[src/rtl/qpsk_frame_sync.sv]
// QPSK frame synchroniser: hunts for a sync word in the dibit stream, then
// assembles a fixed-length payload into bytes and queues them in a small FIFO.
module qpsk_frame_sync #(
  parameter logic [15:0] SYNC_WORD     = 16'hF0A5,
  parameter int          SYNC_TOL      = 0,
  parameter int          PAYLOAD_BYTES = 32,
  parameter int          FIFO_DEPTH    = 4
) (
  input  logic       clk,
  input  logic       reset,
  input  logic [1:0] bit_in,
  input  logic       bit_valid,
  input  logic       error_flag,
  output logic [7:0] byte_out,
  output logic       byte_valid,
  input  logic       byte_ready,
  output logic       byte_first,
  output logic       byte_last,
  output logic       sync_lock,
  output logic       overflow,
  output logic [7:0] weak_count
);

  localparam int AW = $clog2(FIFO_DEPTH);
  localparam int CW = AW + 1;

  typedef enum logic {HUNT, PAYLOAD} state_t;

  function automatic int popcount16(input logic [15:0] v);
    int n;
    n = 0;
    for (int i = 0; i < 16; i++) n += int'(v[i]);
    return n;
  endfunction

  state_t      state, state_nxt;
  logic [15:0] sr, sr_shift;
  logic [1:0]  dibit_cnt;
  logic [7:0]  byte_cnt;
  logic [5:0]  asm_q;
  logic [7:0]  weak_q;
  logic        match, byte_done, is_first, is_last;
  logic [9:0]  push_data;

  // Match is evaluated on the register value that includes the current dibit.
  always_comb begin
    sr_shift  = {sr[13:0], bit_in};
    match     = bit_valid && (state == HUNT) && (popcount16(sr_shift ^ SYNC_WORD) <= SYNC_TOL);
    byte_done = bit_valid && (state == PAYLOAD) && (dibit_cnt == 2'd3);
    is_first  = (byte_cnt == 8'd0);
    is_last   = (byte_cnt == 8'(PAYLOAD_BYTES - 1));
    push_data = {is_first, is_last, asm_q, bit_in};
  end

  always_ff @(posedge clk or posedge reset) begin
    if (reset) state <= HUNT;
    else       state <= state_nxt;
  end

  // NOTE: every always_comb output gets a default first so no latch is inferred.
  always_comb begin
    state_nxt = state;
    case (state)
      HUNT:    if (match)                state_nxt = PAYLOAD;
      PAYLOAD: if (byte_done && is_last) state_nxt = HUNT;
      default:                           state_nxt = HUNT;
    endcase
  end

  always_ff @(posedge clk or posedge reset) begin
    if (reset) begin
      sr        <= '0;
      dibit_cnt <= '0;
      byte_cnt  <= '0;
      asm_q     <= '0;
      weak_q    <= '0;
    end else if (bit_valid) begin
      if (state == HUNT) begin
        sr <= sr_shift;
        if (match) begin
          dibit_cnt <= '0;
          byte_cnt  <= '0;
          weak_q    <= '0;
        end
      end else begin
        asm_q     <= {asm_q[3:0], bit_in};
        dibit_cnt <= dibit_cnt + 2'd1;
        if (error_flag && (weak_q != 8'hFF)) weak_q <= weak_q + 8'd1;
        if (byte_done) begin
          byte_cnt <= is_last ? 8'd0 : byte_cnt + 8'd1;
          if (is_last) sr <= '0;
        end
      end
    end
  end

  // Output FIFO: {first, last, data} per entry.
  logic [9:0]    mem [FIFO_DEPTH];
  logic [AW-1:0] wr_ptr, rd_ptr;
  logic [CW-1:0] cnt;
  logic          full, pop, wr_en;
  logic [9:0]    head;

  assign full  = (cnt == CW'(FIFO_DEPTH));
  assign pop   = byte_valid && byte_ready;
  assign wr_en = byte_done && (!full || pop);
  assign head  = mem[rd_ptr];

  // NOTE: the storage array has no reset; outputs are gated by byte_valid instead.
  always_ff @(posedge clk) begin
    if (wr_en) mem[wr_ptr] <= push_data;
  end

  always_ff @(posedge clk or posedge reset) begin
    if (reset) begin
      wr_ptr   <= '0;
      rd_ptr   <= '0;
      cnt      <= '0;
      overflow <= 1'b0;
    end else begin
      if (wr_en) wr_ptr <= wr_ptr + AW'(1);
      if (pop)   rd_ptr <= rd_ptr + AW'(1);
      case ({wr_en, pop})
        2'b10:   cnt <= cnt + CW'(1);
        2'b01:   cnt <= cnt - CW'(1);
        default: cnt <= cnt;
      endcase
      if (byte_done && full && !pop) overflow <= 1'b1;
    end
  end

  assign byte_valid = (cnt != '0);
  assign byte_out   = byte_valid ? head[7:0] : 8'd0;
  assign byte_last  = byte_valid & head[8];
  assign byte_first = byte_valid & head[9];
  assign sync_lock  = (state == PAYLOAD);
  assign weak_count = weak_q;

endmodule

[config.mk]
export PLATFORM = sky130hd
export DESIGN_NAME = qpsk_frame_sync
export DESIGN_NICKNAME = d
export VERILOG_FILES = /design/src/rtl/qpsk_frame_sync.sv
export SDC_FILE = /design/constraint.sdc
export NUM_CORES = 1
export LEC_CHECK = 0
export ABC_AREA = 1
export CELL_PAD_IN_SITES_DETAIL_PLACEMENT = 0
export CELL_PAD_IN_SITES_GLOBAL_PLACEMENT = 2
export CORE_MARGIN = 3
export CORE_UTILIZATION = 41
export CTS_CLUSTER_DIAMETER = 60
export CTS_CLUSTER_SIZE = 30
export DETAILED_ROUTE_END_ITERATION = 10
export GPL_ROUTABILITY_DRIVEN = 0
export PLACE_DENSITY = 0.83
export SLEW_MARGIN = 10
export SYNTH_ARGS = -nofsm -noshare
export SYNTH_HDL_FRONTEND = slang
export SYNTH_SLANG_ARGS = --single-unit
[constraint.sdc]
create_clock -name clk -period 9 [get_ports clk]
set_input_delay 1.8 -clock clk [delete_from_list [all_inputs] [get_ports clk]]
set_output_delay 1.8 -clock clk [all_outputs]
set_load 0.05 [all_outputs]
# == Yosys cells after proc, flatten, opt, wreduce, memory -nomap -nowiden ==
# Memory sizes are Yosys's and may differ from the RTL's.
# Cells that the tools add are included.
# W data, S select, Z words.
# word_totals
ff_bits,47
ramBits,40
inputBits,7
out_inout_bits,21
elab_cells,87
n_memories,1
# memory_table
memory,words,word_bits,rd,rd_clocked_by_memory_dff,write_ports,line,rtl
mem,4,10,1,0,1,98,logic [9:0] mem [FIFO_DEPTH];
# op_classes
addsub,22
order_cmp,1
n_eq_ne,9
n_mux,18
bitwise_logic,4
reduce_logical,22
# op_table
operator,count
$mux W8,7
$mux W14,3
$add A15 B1 Y16,1
$add A8 B1 Y8 const B,2
$le A16 B1 Y1 const B,1
$add A14 B1 Y15,1
$add A13 B1 Y14,1
$add A12 B1 Y13,1
$add A11 B1 Y12,1
$add A10 B1 Y11,1
$add A9 B1 Y10,1
$logic_and A1 B1 Y1,10
$add A8 B1 Y9,1
$reduce_and A3 Y1,3
$add A7 B1 Y8,1
$eq A8 B5 Y1 const B,1
$logic_not A8 Y1,1
$ne A8 B8 Y1 const B,1
$not A8 Y8,1
$add A6 B1 Y7,1
$add A2 B1 Y2 const B,3
$add A5 B1 Y6,1
$ne A2 B1 Y1 const B,3
$pmux W3 S2,1
other kinds (19),28

# == Logic depth before layout (Yosys ltp) ==
# Gate-level depths: netlist (run 1).
# logic_depth
ltp_word,20
ltp_mapped,18

# == Least setup slack after synthesis (run 1) ==
# No wires, ideal clock.
# synth_path
path_kind,input to register
startpoint,input bit_in[1]
endpoint,"register weak_q[6], in the netlist weak_count[6]"
setup_ns,0.118
t_arrival_ns,5.085
required_ns,8.882
slack_ns,3.797
path_stages,16
path_cell_list,fa_1 > inv_1 > fa_1 > fa_1 > fa_1 > inv_1 > ha_1 > fa_1 > nor2_1 > nand2_1 > nor2_4 > nand2_4 > nand2_8 > inv_4 > nand2_1 > nand2_1
# synth_between
elab_chain_cells,19
# synth_lines
item,line,rtl
"start, declared",11,"input logic [1:0] bit_in,"
$add A1 B1 Y2,32,for (int i = 0; i < 16; i++) n += int'(v[i]);
$add A2 B1 Y3,32,
$add A3 B1 Y4,32,
$add A4 B1 Y5,32,
$add A5 B1 Y6,32,
$add A6 B1 Y7,32,
$add A7 B1 Y8,32,
$add A8 B1 Y9,32,
(+3 left out),--,
$add A12 B1 Y13,32,
$add A13 B1 Y14,32,
$add A14 B1 Y15,32,
$add A15 B1 Y16,32,
$le A16 B1 Y1,48,match = bit_valid && (state == HUNT) && (popcount16(sr_shift ^ SYNC_WORD) <= SYNC_TOL);
$logic_and A1 B1 Y1,48,
$reduce_bool A2 Y1 (no line),--,
$reduce_and A3 Y1 (no line),--,
"end signal, assigned",88,if (error_flag && (weak_q != 8'hFF)) weak_q <= weak_q + 8'd1;
"end, declared",41,logic [7:0] weak_q;
# Every way passes these cells.
# A chain may end at the register's enable or synchronous reset.

# == Worst setup path after layout (run 1) ==
# layout_path
startpoint,input bit_in[1]
endpoint,"register weak_q[7], in the netlist weak_count[7]"
# The elaborated chain is that of the path after synthesis.

==> reports/qor.log, run 1 <==
qor: critical_path.worstSetupEndpointType flop
qor: logic_synthesis.synth_enable_flop_cells 40
qor: final_layout.post_layout_nonfiller_instances 626
qor: sta.rsz_0062_raised_after_global_routing no
qor: clock_tree.clock_sink_count 87
qor: sta.final.setup.tns 0 ns
qor: clock_tree.cts_inserted_buffers 9
qor: clock_tree.tritoncts_clock_tree built
qor: floorplanning.initial_utilization 0.423
qor: global_routing.track_usage 0.162
qor: power_and_ir_drop.peakVddDrop 0.000196 V
qor: logic_synthesis.mappedNetlistArea 0.00437 sq mm
qor: final_layout.areaGrowthSynthToFinish 13.6%
qor: logic_synthesis.postSynth.asyncResetShare 0.540
qor: global_routing.grt_pass1_wl 14800 microns
qor: logic_synthesis.yosysWarningCount 0
qor: clock_tree.post_cts_resize_count 0
qor: final_layout.share_of_final_layout_standard_cells_stronger_than_drive_strength_1 0.0939
qor: placement.portBuffers 27
qor: drt.drt_iter0_markers 221
qor: global_routing.number_of_antenna_violations_at_the_first_check_in_global_routing 0
qor: hold_path.timing.hold.worst.class reg2reg
qor: logic_synthesis.synth_top_area_cell edfxtp_1
qor: final_layout.antenna_cells 0
qor: placement.dp.cells 610
qor: clock_tree.clk_path_buf_depth 2
qor: sta.period_share 0.621
qor: clock_tree.clk_pin_slew 0.10 ns
qor: floorplanning.chipWidth 109 microns
qor: logic_synthesis.post_synth.cell_area_avg 9.60 sq um
qor: critical_path.critical_path.max_fanout 10
qor: power_and_ir_drop.power_per_cell_area 405 mW/mm^2
qor: clock_tree.postCtsSetupRepairBufs 0
qor: global_routing.vias_in_the_first_global_route 2945
qor: drt.route.final.wire_length 8760 microns
qor: critical_path.critical_path_arrival 5.84 ns
qor: logic_synthesis.post_synth_main_area_contributors edfxtp_1 27%, dfrtp_1 27%, nand2_1 9.0%
qor: drt.wl_per_cell 14.0 microns
qor: global_routing.grt_max_degree 48
qor: sta.postLayoutSetupSlackWorst 3.41 ns
qor: logic_synthesis.leading_register_cell_type_out_of_synthesis dfrtp_1
qor: final_layout.num-fill-cells 986
qor: sta.clock.fmax 179 MHz
qor: floorplanning.die_area 0.0119 sq mm
qor: sta.skew 0.0182 ns
qor: sta.slew_headroom 0.300
qor: floorplanning.fp.coreArea 0.0103 sq mm
qor: drt.drt_pre_antenna_iters 4
qor: logic_synthesis.syn-num-nets 486
qor: critical_path.worst-setup-path-type in2reg
qor: clock_tree.ctsHoldBuffers 0
qor: logic_synthesis.part_of_the_yosys_area_used_for_sequential_elements 0.544
qor: flow_run.maxCapViolCount 0
qor: drt.route.detailed.drc 0
qor: drt.detail-route-antenna-nets 0
qor: sta.slew_violations 0
qor: sta.timing_worst_slew_pin_value 1.05 ns
qor: floorplanning.placementRows 37
qor: clock_tree.cts.htree.levels 3
qor: logic_synthesis.yosys.area.top_type_share 0.275
qor: global_routing.grt-ovfl-total 0
qor: clock_tree.clock-root-buffer clkbuf_8
qor: critical_path.worstPathRequired 9.25 ns
qor: placement.pre_cts_ws 3.00 ns
qor: sta.final-hold-violation-count 0
qor: logic_synthesis.synth_cell_type_count 35
qor: final_layout.final_net_count 516
qor: drt.vias_per_cell 4.75
qor: drt.via_count 2972
qor: sta.min_period 5.59 ns
qor: logic_synthesis.ys_ff_latch 87
qor: power_and_ir_drop.power.leakage 0.00220 uW
qor: floorplanning.io-pin-count 28
qor: status.status finished, final reports clean
qor: floorplanning.floorplan.die.height 109 microns
qor: sta.finalSetupViolations 0
qor: placement.hpwlAfterDp 5880 microns
qor: critical_path.critical_path.startpoint_type input port
qor: logic_synthesis.netlist_instances 455
qor: clock_tree.clock_insertion_delay_worst_skew 0.36 ns
-- metal layers --
metal	wire length (microns)	part of all wire	track usage	vias up
met4	46	0.0053	0.0356	0
met2	4050	0.46	0.259	33
met5	0	0	0	-
li1	-	-	-	1519
met3	193	0.022	0.0337	2
met1	4470	0.51	0.229	1418
-- power breakdown --
group / total (uW) / internal (uW) / switching [uW]
logic: 1100 / 404 / 700
registers: 638 / 520 / 118
clock network: 265 / 109 / 157
-- cells in the mapped netlist (11+ instances only) --
| cell | number |
|---|---|
| nand2_1 | 105 |
| nor2_1 | 63 |
| inv_1 | 53 |
| dfrtp_1 | 47 |
| edfxtp_1 | 40 |
| o21ai_0 | 31 |
| nand3_1 | 20 |
| a21oi_1 | 13 |
| ha_1 | 13 |
| nand2_2 | 13 |
| fa_1 | 11 |
-- worst max-delay path, cell delays in order --
cell             delay (ns)
clkdlybuf4s50_1        0.53
fa_1                   0.58
inv_1                  0.05
fa_1                   0.52
fa_1                   0.44
fa_1                   0.49
inv_1                  0.05
ha_1                   0.20
fa_1                   0.44
nor2_1                 0.09
nand2_1                0.09
nor2_4                 0.13
nand2_4                0.12
nand2_8                0.14
inv_4                  0.05
nand2_1                0.05
nand2_1                0.05
-- final timing paths --
path                            from            end  slack, ns  cells after the start
setup / recovery           bit_in[1]  weak_count[7]       3.41                     17
hold / removal                sr[13]         sr[13]       0.49                      2
hold reg to reg               sr[13]         sr[13]       0.49                      2
setup reg to reg               sr[1]  weak_count[7]       4.99                     16
max in group asynchronous      reset         cnt[0]       6.35                      2
min in group asynchronous      reset    byte_cnt[7]       2.00                      2
-- cell usage in the layout (no fill, tap or decap), drive strengths merged --
master	n
nor3b	1
nor3	4
edfxtp	40
inv	59
nand4	5
nand3	22
clkbuf	9
mux2i	1
clkinv	6
xor2	5
nand3b	1
o21ai	32
ha	13
a21oi	13
clkdlybuf4s50	27
xnor2	2
nand2	123
nor2	67
o21bai	2
dfrtp	47
fa	11
-- registers in the layout (all words and copies together), names as in the netlist --
name and count:
overflow 1, weak_count 8, mem 40, cnt 3, sr 14, asm_q 6, wr_ptr 2, sync_lock 1
rd_ptr 2, byte_cnt 8, dibit_cnt 2
-- cells by family after synthesis --
family,synth area share
fa+ha+maj,0.0877
mux,0.00229
buf+inv,0.0602
simple gates,0.231
xor+xnor,0.0140
flops,0.544
compound gates,0.0602
-- layout make-up --
type | count | area [sq um] | share of cell area
Clock buffer | 9 | 124 | 0.0250
Inverter | 58 | 221 | 0.0446
Timing Repair Buffer | 27 | 270 | 0.0545
Sequential cell | 87 | 2380 | 0.479
Multi-Input combinational cell | 302 | 1730 | 0.348
Tap cell | 136 | 170 | 0.0343
Clock inverter | 7 | 71.3 | 0.0144
-- through the flow --
step | instance area (sq um) | hold WS [ns] | total power [uW] | utilization
2_1_floorplan | 4370 | 0.442 | 1470 | -
3_3_place_gp | 4770 | 0.454 | 1740 | 0.462
3_5_place_dp | 4770 | 0.465 | 1770 | 0.462
4_1_cts | 4960 | 0.492 | 2040 | 0.481
5_1_grt | 4960 | 0.521 | 2230 | 0.481
6_report | 4960 | 0.488 | 2010 | 0.481
Power figures use the tool's default switching activity.
==> inputs of run 2 (changes only) <==
Settings changed: CORE_UTILIZATION 41 to 38, PLACE_DENSITY 0.83 to 0.77.
Clock period 9 ns to 5.3 ns, I/O delays scaled along.
==> reports/qor.log, run 2 (synthesized netlist as in run 1, its figures left out) <==
qor: drt.drt_pre_antenna_iters 4
qor: critical_path.regToRegStartpoint sr[1]
qor: critical_path.critical-path-top-cell-by-count fa_1
qor: critical_path.bufs_and_invs_on_worst_path 4
qor: hold_path.whs_path_depth 2
qor: clock_tree.clock-root-buffer clkbuf_16
qor: hold_path.hold_path_end cnt[2]
qor: critical_path.timing.reg2reg.setup_slack 1.35 ns
qor: drt.detail-route-antenna-nets 0
qor: clock_tree.cts_inserted_buffers 9
qor: sta.clock.fmax 211 MHz
qor: final_layout.antenna_cells 0
qor: sta.period_share 0.893
qor: critical_path.worst-setup-path-type in2reg
qor: critical_path.worstSetupEndpointType flop
qor: final_layout.final_net_count 518
qor: global_routing.vias_in_the_first_global_route 3005
qor: sta.rsz_0062_raised_after_global_routing no
qor: critical_path.critical_path.startpoint_type input port
qor: drt.via_count 3005
qor: critical_path.critical_path_arrival 4.96 ns
qor: critical_path.critical_path.slowest_cell fa_1
qor: floorplanning.chipWidth 113 microns
qor: floorplanning.io-pin-count 28
qor: final_layout.areaGrowthSynthToFinish 16.8%
qor: placement.portBuffers 27
qor: final_layout.largest_register_ffs 40
qor: global_routing.grt_pass1_wl 15400 microns
qor: clock_tree.clk_pin_slew 0.06 ns
qor: drt.route.detailed.drc 0
qor: drt.vias_per_cell 4.75
qor: final_layout.largest_registers mem (40), sr (14)
qor: sta.slew_headroom 0.304
qor: critical_path.cp_top_family adder cells
qor: clock_tree.ctsHoldBuffers 0
qor: sta.min_period 4.73 ns
qor: status.status finished, final reports clean
qor: global_routing.number_of_antenna_violations_at_the_first_check_in_global_routing 0
qor: sta.final.setup.tns 0 ns
qor: global_routing.grt-ovfl-total 0
qor: floorplanning.fp.coreArea 0.0110 sq mm
qor: clock_tree.post_cts_resize_count 0
qor: hold_path.timing.hold.worst.class reg2reg
qor: clock_tree.clk_path_buf_depth 2
qor: final_layout.num-fill-cells 1081
qor: global_routing.track_usage 0.154
qor: clock_tree.postCtsSetupRepairBufs 0
qor: final_layout.registers.top_by_ff_count mem
qor: final_layout.layout.cells.most_common_list 105 x nand2_1, 63 x nor2_1, 52 x inv_1
qor: placement.hpwlAfterDp 6110 microns
qor: critical_path.slowest_delay 0.54 ns
qor: global_routing.grt_max_degree 48
qor: sta.slew_violations 0
qor: critical_path.regToRegEndpoint weak_count[6]
qor: critical_path.timing.reg2reg.worst_path_depth 16
qor: clock_tree.cts.htree.levels 3
qor: floorplanning.initial_utilization 0.396
qor: clock_tree.tritoncts_clock_tree built
qor: clock_tree.clock_insertion_delay_worst_skew 0.34 ns
qor: final_layout.share_of_final_layout_standard_cells_stronger_than_drive_strength_1 0.0915
qor: clock_tree.clock_sink_count 87
qor: floorplanning.floorplan.die.height 113 microns
qor: critical_path.crit_chain clkdlybuf4s50_1 -> fa_1 -> inv_1 -> fa_1 -> fa_1 -> fa_1 -> inv_1 -> ha_1 -> fa_1 -> nor2_1 -> nand2_1 -> nor2_4 -> nand2_4 -> nand2_8 -> inv_4 -> nand2_1 -> nand2_1
qor: sta.final-hold-violation-count 0
qor: drt.drt_iter0_markers 113
qor: drt.route.final.wire_length 9000 microns
qor: sta.timing_worst_slew_pin_value 1.04 ns
qor: hold_path.hold_path_startpoint cnt[2]
qor: critical_path.critical_path.max_fanout 10
qor: flow_run.maxCapViolCount 0
qor: sta.finalSetupViolations 0
qor: critical_path.worstPathRequired 5.53 ns
qor: floorplanning.die_area 0.0128 sq mm
qor: drt.wl_per_cell 14.2 microns
qor: final_layout.mostFrequentLayoutCell nand2_1
qor: floorplanning.placementRows 38
qor: sta.skew 0.00661 ns
==> run 2: changes by cell type in the layout (fill, tap and decap cells not counted), sizes merged <==
cell / change
clkinv: -1
clkbuf: +2
buf: +2
inv: -3
bufinv: +2
==> run 2: metal layers <==
metal / vias up / GRT usage / routed length, microns
li1: 1521 / - / -
met1: 1422 / 0.208 / 4220
met2: 49 / 0.253 / 4350
met3: 13 / 0.0225 / 269
met4: 0 / 0.0609 / 159
met5: - / 0 / 0
==> run 2: how the worst max path moves through the flow <==
| stage | start | slack, ns | to | cells past startpoint |
|---|---|---|---|---|
| 2_1_floorplan | bit_in[1] | 0.84 | weak_count[6] | 16 |
| 3_3_place_gp | bit_in[1] | 0.23 | weak_count[6] | 17 |
| 3_5_place_dp | bit_in[1] | 0.20 | byte_cnt[3] | 16 |
| 4_1_cts | bit_in[1] | 0.56 | weak_count[1] | 17 |
| 5_1_grt | bit_in[1] | 0.27 | weak_count[2] | 17 |
| 6_report | bit_in[1] | 0.57 | weak_count[6] | 17 |
==> run 2: area by class of cell <==
class                           count  area, sq um  share of cell area
Clock inverter                      5         81.3              0.0159
Timing Repair Buffer               29          285              0.0559
Multi-Input combinational cell    302         1730               0.339
Sequential cell                    87         2380               0.466
Tap cell                          140          175              0.0343
Clock buffer                       11          233              0.0456
Inverter                           58          221              0.0434
==> run 2: per-stage QoR <==
stage,worst slack (ns),cells,utilization,area [sq um],hold WS (ns)
3_5_place_dp,0.204,616,0.434,4790,0.461
6_report,0.567,632,0.462,5100,0.477
3_3_place_gp,0.232,616,0.434,4790,0.455
5_1_grt,0.270,632,0.462,5100,0.509
4_1_cts,0.555,632,0.462,5100,0.476
2_1_floorplan,0.837,455,-,4370,0.442
==> run 2: worst reg2reg max path, cell delays in order, from the launching register on <==
cell and delay [ns]:
dfrtp_1 0.42, fa_1 0.51, inv_1 0.05, fa_1 0.52, fa_1 0.43, fa_1 0.49
inv_1 0.04, ha_1 0.20, fa_1 0.44, nor2_1 0.09, nand2_1 0.08, nor2_4 0.13
nand2_4 0.12, nand2_8 0.14, inv_4 0.06, nand2_1 0.05, nand2_1 0.05
Power of run 2 is left out: the tool's default activity adds up to more than one toggle a clock period on the data nets, which glitch-free logic cannot reach.
==> edit 1: new RTL, settings of run 2 <==
The parameter `SYNC_TOL` goes from 0 to 1.
--- a/src/rtl/qpsk_frame_sync.sv
+++ b/src/rtl/qpsk_frame_sync.sv
@@ -2,7 +2,7 @@
 // assembles a fixed-length payload into bytes and queues them in a small FIFO.
 module qpsk_frame_sync #(
   parameter logic [15:0] SYNC_WORD     = 16'hF0A5,
-  parameter int          SYNC_TOL      = 0,
+  parameter int          SYNC_TOL      = 1,
   parameter int          PAYLOAD_BYTES = 32,
   parameter int          FIFO_DEPTH    = 4
 ) (
Behaviour: not the same (a bounded check fails within 10 cycles, from zero or initial values and one cycle with reset high).
==> edit 1 against run 2 <==
  * Wire length is 2.7% lower
  * Area after synthesis rose by 0.52%
  * Final cell count rose by 2.2%
  * Worst setup slack worse by 180 ps
  * Design area is essentially flat
  * Sequential cell count unchanged
  * Critical endpoint is now byte_cnt[1]
==> edit 1: results (changes against run 2) <==
- Reg2reg start: sr[0] (was sr[1])
- CTS max path bufs: 2 (unchanged)
- Leak: 0.00229 µW
- Total Routing Usage GR: 14.8% (was 15.4%)
- Crit-path max FO: 17 (was 10)
- Cts hold-fix bufs: 0 (unchanged)
- Mapped Cells: 472 (was 455)
- Final nets: 532 (was 518)
- Biggest regs: mem (40), sr (14) (unchanged)
- RR Endpoint: byte_cnt[1] (was weak_count[6])
- Syn_nets: 503 (was 486)
- Diodes inserted: 0 (unchanged)
- Outcome: finished, final reports clean (unchanged)
- Most used DFF post-synth: dfrtp_1 (unchanged)
- XOR/XNOR Fraction of Synth Area: 1.20% (was 1.40%)
- Clock Skews: 7.89 ps (was 6.61 ps)
- Synth cell types: 28 (was 35)
- Register area share after synthesis: 54.1% (was 54.4%)
- CTS H-tree lvls: 3 (unchanged)
- R2R depth: 15 (was 16)
- HPWL after detailed placement: 5.98 mm (was 6.11 mm)
- Most frequent cells after synthesis: 94 x nand2_1, 67 x nor2_1, 58 x inv_1, 47 x dfrtp_1, 40 x edfxtp_1 (was 105 x nand2_1, 63 x nor2_1, 53 x inv_1, 47 x dfrtp_1, 40 x edfxtp_1)
- DRT iter0 DRCs: 127 (was 113)
- First-pass GRT wire length: 14.9 mm (was 15.4 mm)
- Worst-path clk slew: 70 ps
- Non-filler cells, final: 646 (was 632)
- Filler cells: 1083 (was 1081)
- Worst Path Arrival: 5120 ps (was 4960 ps)
- Origin of the worst setup path: bit_in[1] (unchanged)
- R2R setup slack: 1070 ps (was 1350 ps)
- Via density: 4.72 (was 4.75)
- Mux share of post-synthesis cell area: 0% (was 0.229%)
- Adder-cell area share of the yosys netlist: 8.72% (was 8.77%)
- Share of layout cells above drive strength 1: 10.7% (was 9.15%)
- Total Wirelength: 8.76 mm (was 9.00 mm)
- PortBufs: 27 (unchanged)
- Compound-Gate Fraction of Synth Area: 5.76% (was 6.02%)
- Worst Tran Pin Value: 1020 ps (was 1040 ps)
- Cell count after placement: 630 (was 616)
- Type of the worst min-delay path: flop to flop (unchanged)
- Final Max Slew Viols: 0 (unchanged)
- Largest cells by area after synthesis: edfxtp_1 27%, dfrtp_1 27%, nand2_1 8.0% (was edfxtp_1 27%, dfrtp_1 27%, nand2_1 9.0%)
- Number of global-route vias before repair: 2942 (was 3005)
## edit 1: area by class of cell
cell class / instances / area, µm² / share of cell area (%)
inverters: 65 / 246 / 4.84
repair buffers: 29 / 298 / 5.84
clock buffers: 9 / 225 / 4.42
well taps: 140 / 175 / 3.44
multi-input cells: 309 / 1710 / 33.6
clock inverters: 7 / 62.6 / 1.23
flip-flops and latches: 87 / 2380 / 46.6
## edit 1: worst min-delay path by stage
stage                     slack [ps]    from  depth (start not counted)      to
final                            480  sr[13]                          2  sr[13]
after global routing             520  sr[12]                          2  sr[12]
after CTS                        480  sr[13]                          2  sr[13]
after detailed placement         470  sr[13]                          2  sr[13]
after global placement           460  sr[13]                          2  sr[13]
after floorplan                  440  sr[13]                          2  sr[13]
## edit 1: critical path, stage by stage
cell and delay (ps):
clkdlybuf4s50_1 450, fa_1 580, fa_1 440, fa_1 520, inv_1 50, fa_1 440
inv_1 80, ha_1 160, inv_1 50, fa_1 480, nor3b_1 240, nand3_2 130
buf_12 170, nand2_2 170, o21ai_0 110
## edit 1: cells by family after synthesis
| logic type | Yosys count |
|---|---|
| buffers and inverters | 76 |
| AND/OR/NAND/NOR | 230 |
| XOR/XNOR | 6 |
| flip-flops | 87 |
| adder cells (fa/ha/maj) | 24 |
| AO/OA/AOI/OAI | 49 |
## edit 1: metal layers
layer	vias up	track usage (%)	routed length, µm
met5	-	0	0
met4	0	5.53	118
met2	36	23.9	4160
li1	1565	-	-
met3	9	2.28	185
met1	1439	20.3	4300
## edit 1: through the flow
step	total power (µW)	util (%)	hold slack (ps)	area, µm²	setup slack [ps]
after floorplan	2400	-	442	4390	742
after global placement	2860	43.4	459	4810	106
after detailed placement	2900	43.4	468	4810	37.5
after CTS	3520	46.0	485	5100	376
after global routing	3820	46.0	521	5100	141
final	3470	46.0	476	5100	389
## edit 1: where the power goes
| part | leakage (µW) | internal, µW | switching, µW | total (µW) |
|---|---|---|---|---|
| Clock | 0.000133 | 328 | 286 | 614 |
| Combinational | 0.00119 | 677 | 1110 | 1790 |
| Sequential | 0.000960 | 884 | 183 | 1070 |
| Total | 0.00229 | 1890 | 1580 | 3470 |
==> edit 2: new RTL, flow settings as in run 2 <==
Made on the original files. Register the output `sync_lock`, cleared by the reset; this adds one clock of latency there. The other outputs are not delayed to match.
--- a/src/rtl/qpsk_frame_sync.sv
+++ b/src/rtl/qpsk_frame_sync.sv
@@ -133,7 +133,13 @@
   assign byte_out   = byte_valid ? head[7:0] : 8'd0;
   assign byte_last  = byte_valid & head[8];
   assign byte_first = byte_valid & head[9];
-  assign sync_lock  = (state == PAYLOAD);
+  always_ff @(posedge clk or posedge reset) begin
+    if (reset) begin
+      sync_lock <= '0;
+    end else begin
+      sync_lock <= (state == PAYLOAD);
+    end
+  end
   assign weak_count = weak_q;
 
 endmodule
Function: changed (Yosys sat finds a counterexample within 10 cycles, from zero or initial values and one cycle with reset high).
==> edit 2 against run 2 <==
  * Critical endpoint is now weak_count[3]
  * Design area grew 0.20%
  * Synthesized cell count grew 0.22%
  * Sequential cell count is 1 higher
  * Wire length down 4.5%
  * Register-to-register slack got worse by 40 ps
  * Area after synthesis rose by 0.57%
  * Critical path depth stayed put
  * Worst hold slack worse by 1.7 ps
  * Worst setup slack lost 36 ps
  * Non-clock buffer count grew 1
  * Die area increased by 0.55%
==> edit 2: results (changes against run 2) <==
- Outcome: finished, final reports clean (unchanged)
- Fraction of registers with async set/reset: 54.5% (was 54.0%)
- Largest cells by area after synthesis: dfrtp_1 27%, edfxtp_1 27%, nand2_1 9.0% (was edfxtp_1 27%, dfrtp_1 27%, nand2_1 9.0%)
- Post-synth EDFFs: 40 (unchanged)
- Register area share after synthesis: 54.7% (was 54.4%)
- First-pass DRT Iterations: 4 (unchanged)
- Worst-path clk slew: 70 ps
- Number of global-route vias before repair: 2942 (was 3005)
- Ys Warns: 0 (unchanged)
- First-pass GRT wire length: 14.8 mm (was 15.4 mm)
- Type of the worst min-delay path: flop to flop (unchanged)
- Final Max Slew Viols: 0 (unchanged)
- Wl on met1: 4.15 mm (was 4.22 mm)
- Slowest cell on crit path: fa_1 (unchanged)
- Final ANT Viol Nets: 0 (unchanged)
- Met2 WL: 4.06 mm (was 4.35 mm)
- Diodes inserted: 0 (unchanged)
- CTS Buf Count: 9 (unchanged)
- Synth cell types: 35 (unchanged)
- Post-CTS Setup Repair Bufs: 0 (unchanged)
- Initial antenna violation count: 0 (unchanged)
- Cell count after placement: 618 (was 616)
- Filler cells: 1055 (was 1081)
- Total Routing Usage GR: 14.7% (was 15.4%)
- Mean Syn Cell Area: 9.63 µm² (was 9.60 µm²)
- Routing usage on met3: 4.62% (was 2.25%)
- Slew Limit Headroom: 30.9% (was 30.4%)
- Vias: 3009 (was 3005)
- XOR/XNOR Fraction of Synth Area: 1.40% (about the same)
- Share of layout cells above drive strength 1: 9.92% (was 9.15%)
- Compound-Gate Fraction of Synth Area: 5.98% (was 6.02%)
- Crit-path max FO: 10 (unchanged)
- Post-DR wirelength/cell: 13.6 µm (was 14.2 µm)
- HPWL after detailed placement: 5.89 mm (was 6.11 mm)
- DRT iter0 DRCs: 141 (was 113)
- CTS max path bufs: 2 (unchanged)
- Met3 wire len: 299 µm (was 269 µm)
- Adder-cell area share of the yosys netlist: 8.72% (was 8.77%)
- Clock latency at the later pin of the worst-skew pair: 340 ps (about the same)
- Via density: 4.75 (about the same)
- Root Buffer: clkbuf_16 (unchanged)
- Global routing usage on met2: 23.3% (was 25.3%)
- Mux share of post-synthesis cell area: 0.228% (was 0.229%)
- Top layer in use: met4 (unchanged)
- Pre-CTS setup slack: 162 ps (was 204 ps)
- CTS H-tree lvls: 3 (unchanged)
- Post-CTS resize count: 0 (unchanged)
- Largest net degree at the start of global routing: 49 (was 48)
- Syn_nets: 487 (was 486)
- Met1 Usage GRT: 19.6% (was 20.8%)
- Worst Path Arrival: 5000 ps (was 4960 ps)
- PortBufs: 27 (unchanged)
- Clock Skews: 9.88 ps (was 6.61 ps)
- Final nets: 520 (was 518)
- Most frequent cells after synthesis: 105 x nand2_1, 63 x nor2_1, 53 x inv_1, 48 x dfrtp_1, 40 x edfxtp_1 (was 105 x nand2_1, 63 x nor2_1, 53 x inv_1, 47 x dfrtp_1, 40 x edfxtp_1)
edit 2: changes by cell type in the layout (fill, tap and decap cells not counted), sizes merged:
cell | run 2 | this run
dfrtp | 47 | 48
clkinv | 5 | 4
clkbuf | 11 | 9
inv | 56 | 61
bufinv | 2 | 0
buf | 2 | 3
edit 2: final timing paths:
check / from / to / slack (ps) / cells past startpoint
setup reg to reg: sr[1] / weak_count[3] / 1310 / 16
setup / recovery: bit_in[1] / weak_count[3] / 530 / 17
hold / removal: sr[13] / sr[13] / 470 / 2
hold reg to reg: sr[13] / sr[13] / 470 / 2
max in group asynchronous: reset / weak_count[1] / 3370 / 2
min in group asynchronous: reset / sr[8] / 1290 / 2
edit 2: through the flow:
step / instance area, µm² / utilization [%]
detailed placement: 4820 / 43.5
CTS: 5110 / 46.1
global route: 5110 / 46.1
finish: 5110 / 46.1
floorplan: 4390 / -
global placement: 4820 / 43.5
edit 2: worst register-to-register path: stages (launching register included):
cell and delay (ps):
dfrtp_1 430, fa_1 510, inv_1 50, fa_1 530
fa_1 450, fa_1 500, inv_1 40, ha_1 200
fa_1 450, nor2_1 90, nand2_1 90, nor2_4 130
nand2_4 120, nand2_8 130, inv_4 60, nand2_1 60
nand2_1 50
edit 2: area by class of cell:
| class | count | share of cell area, % |
|---|---|---|
| clock inverter | 7 | 1.30 |
| sequential | 88 | 47.0 |
| multi-input combinational | 302 | 33.8 |
| timing repair buffer | 30 | 5.73 |
| clock buffer | 9 | 4.41 |
| tap | 140 | 3.43 |
| inverter | 58 | 4.33 |
edit 2: where the power goes:
group          internal [µW]  switching [µW]
combinational            692            1210
sequential               896             184
clock                    332             289
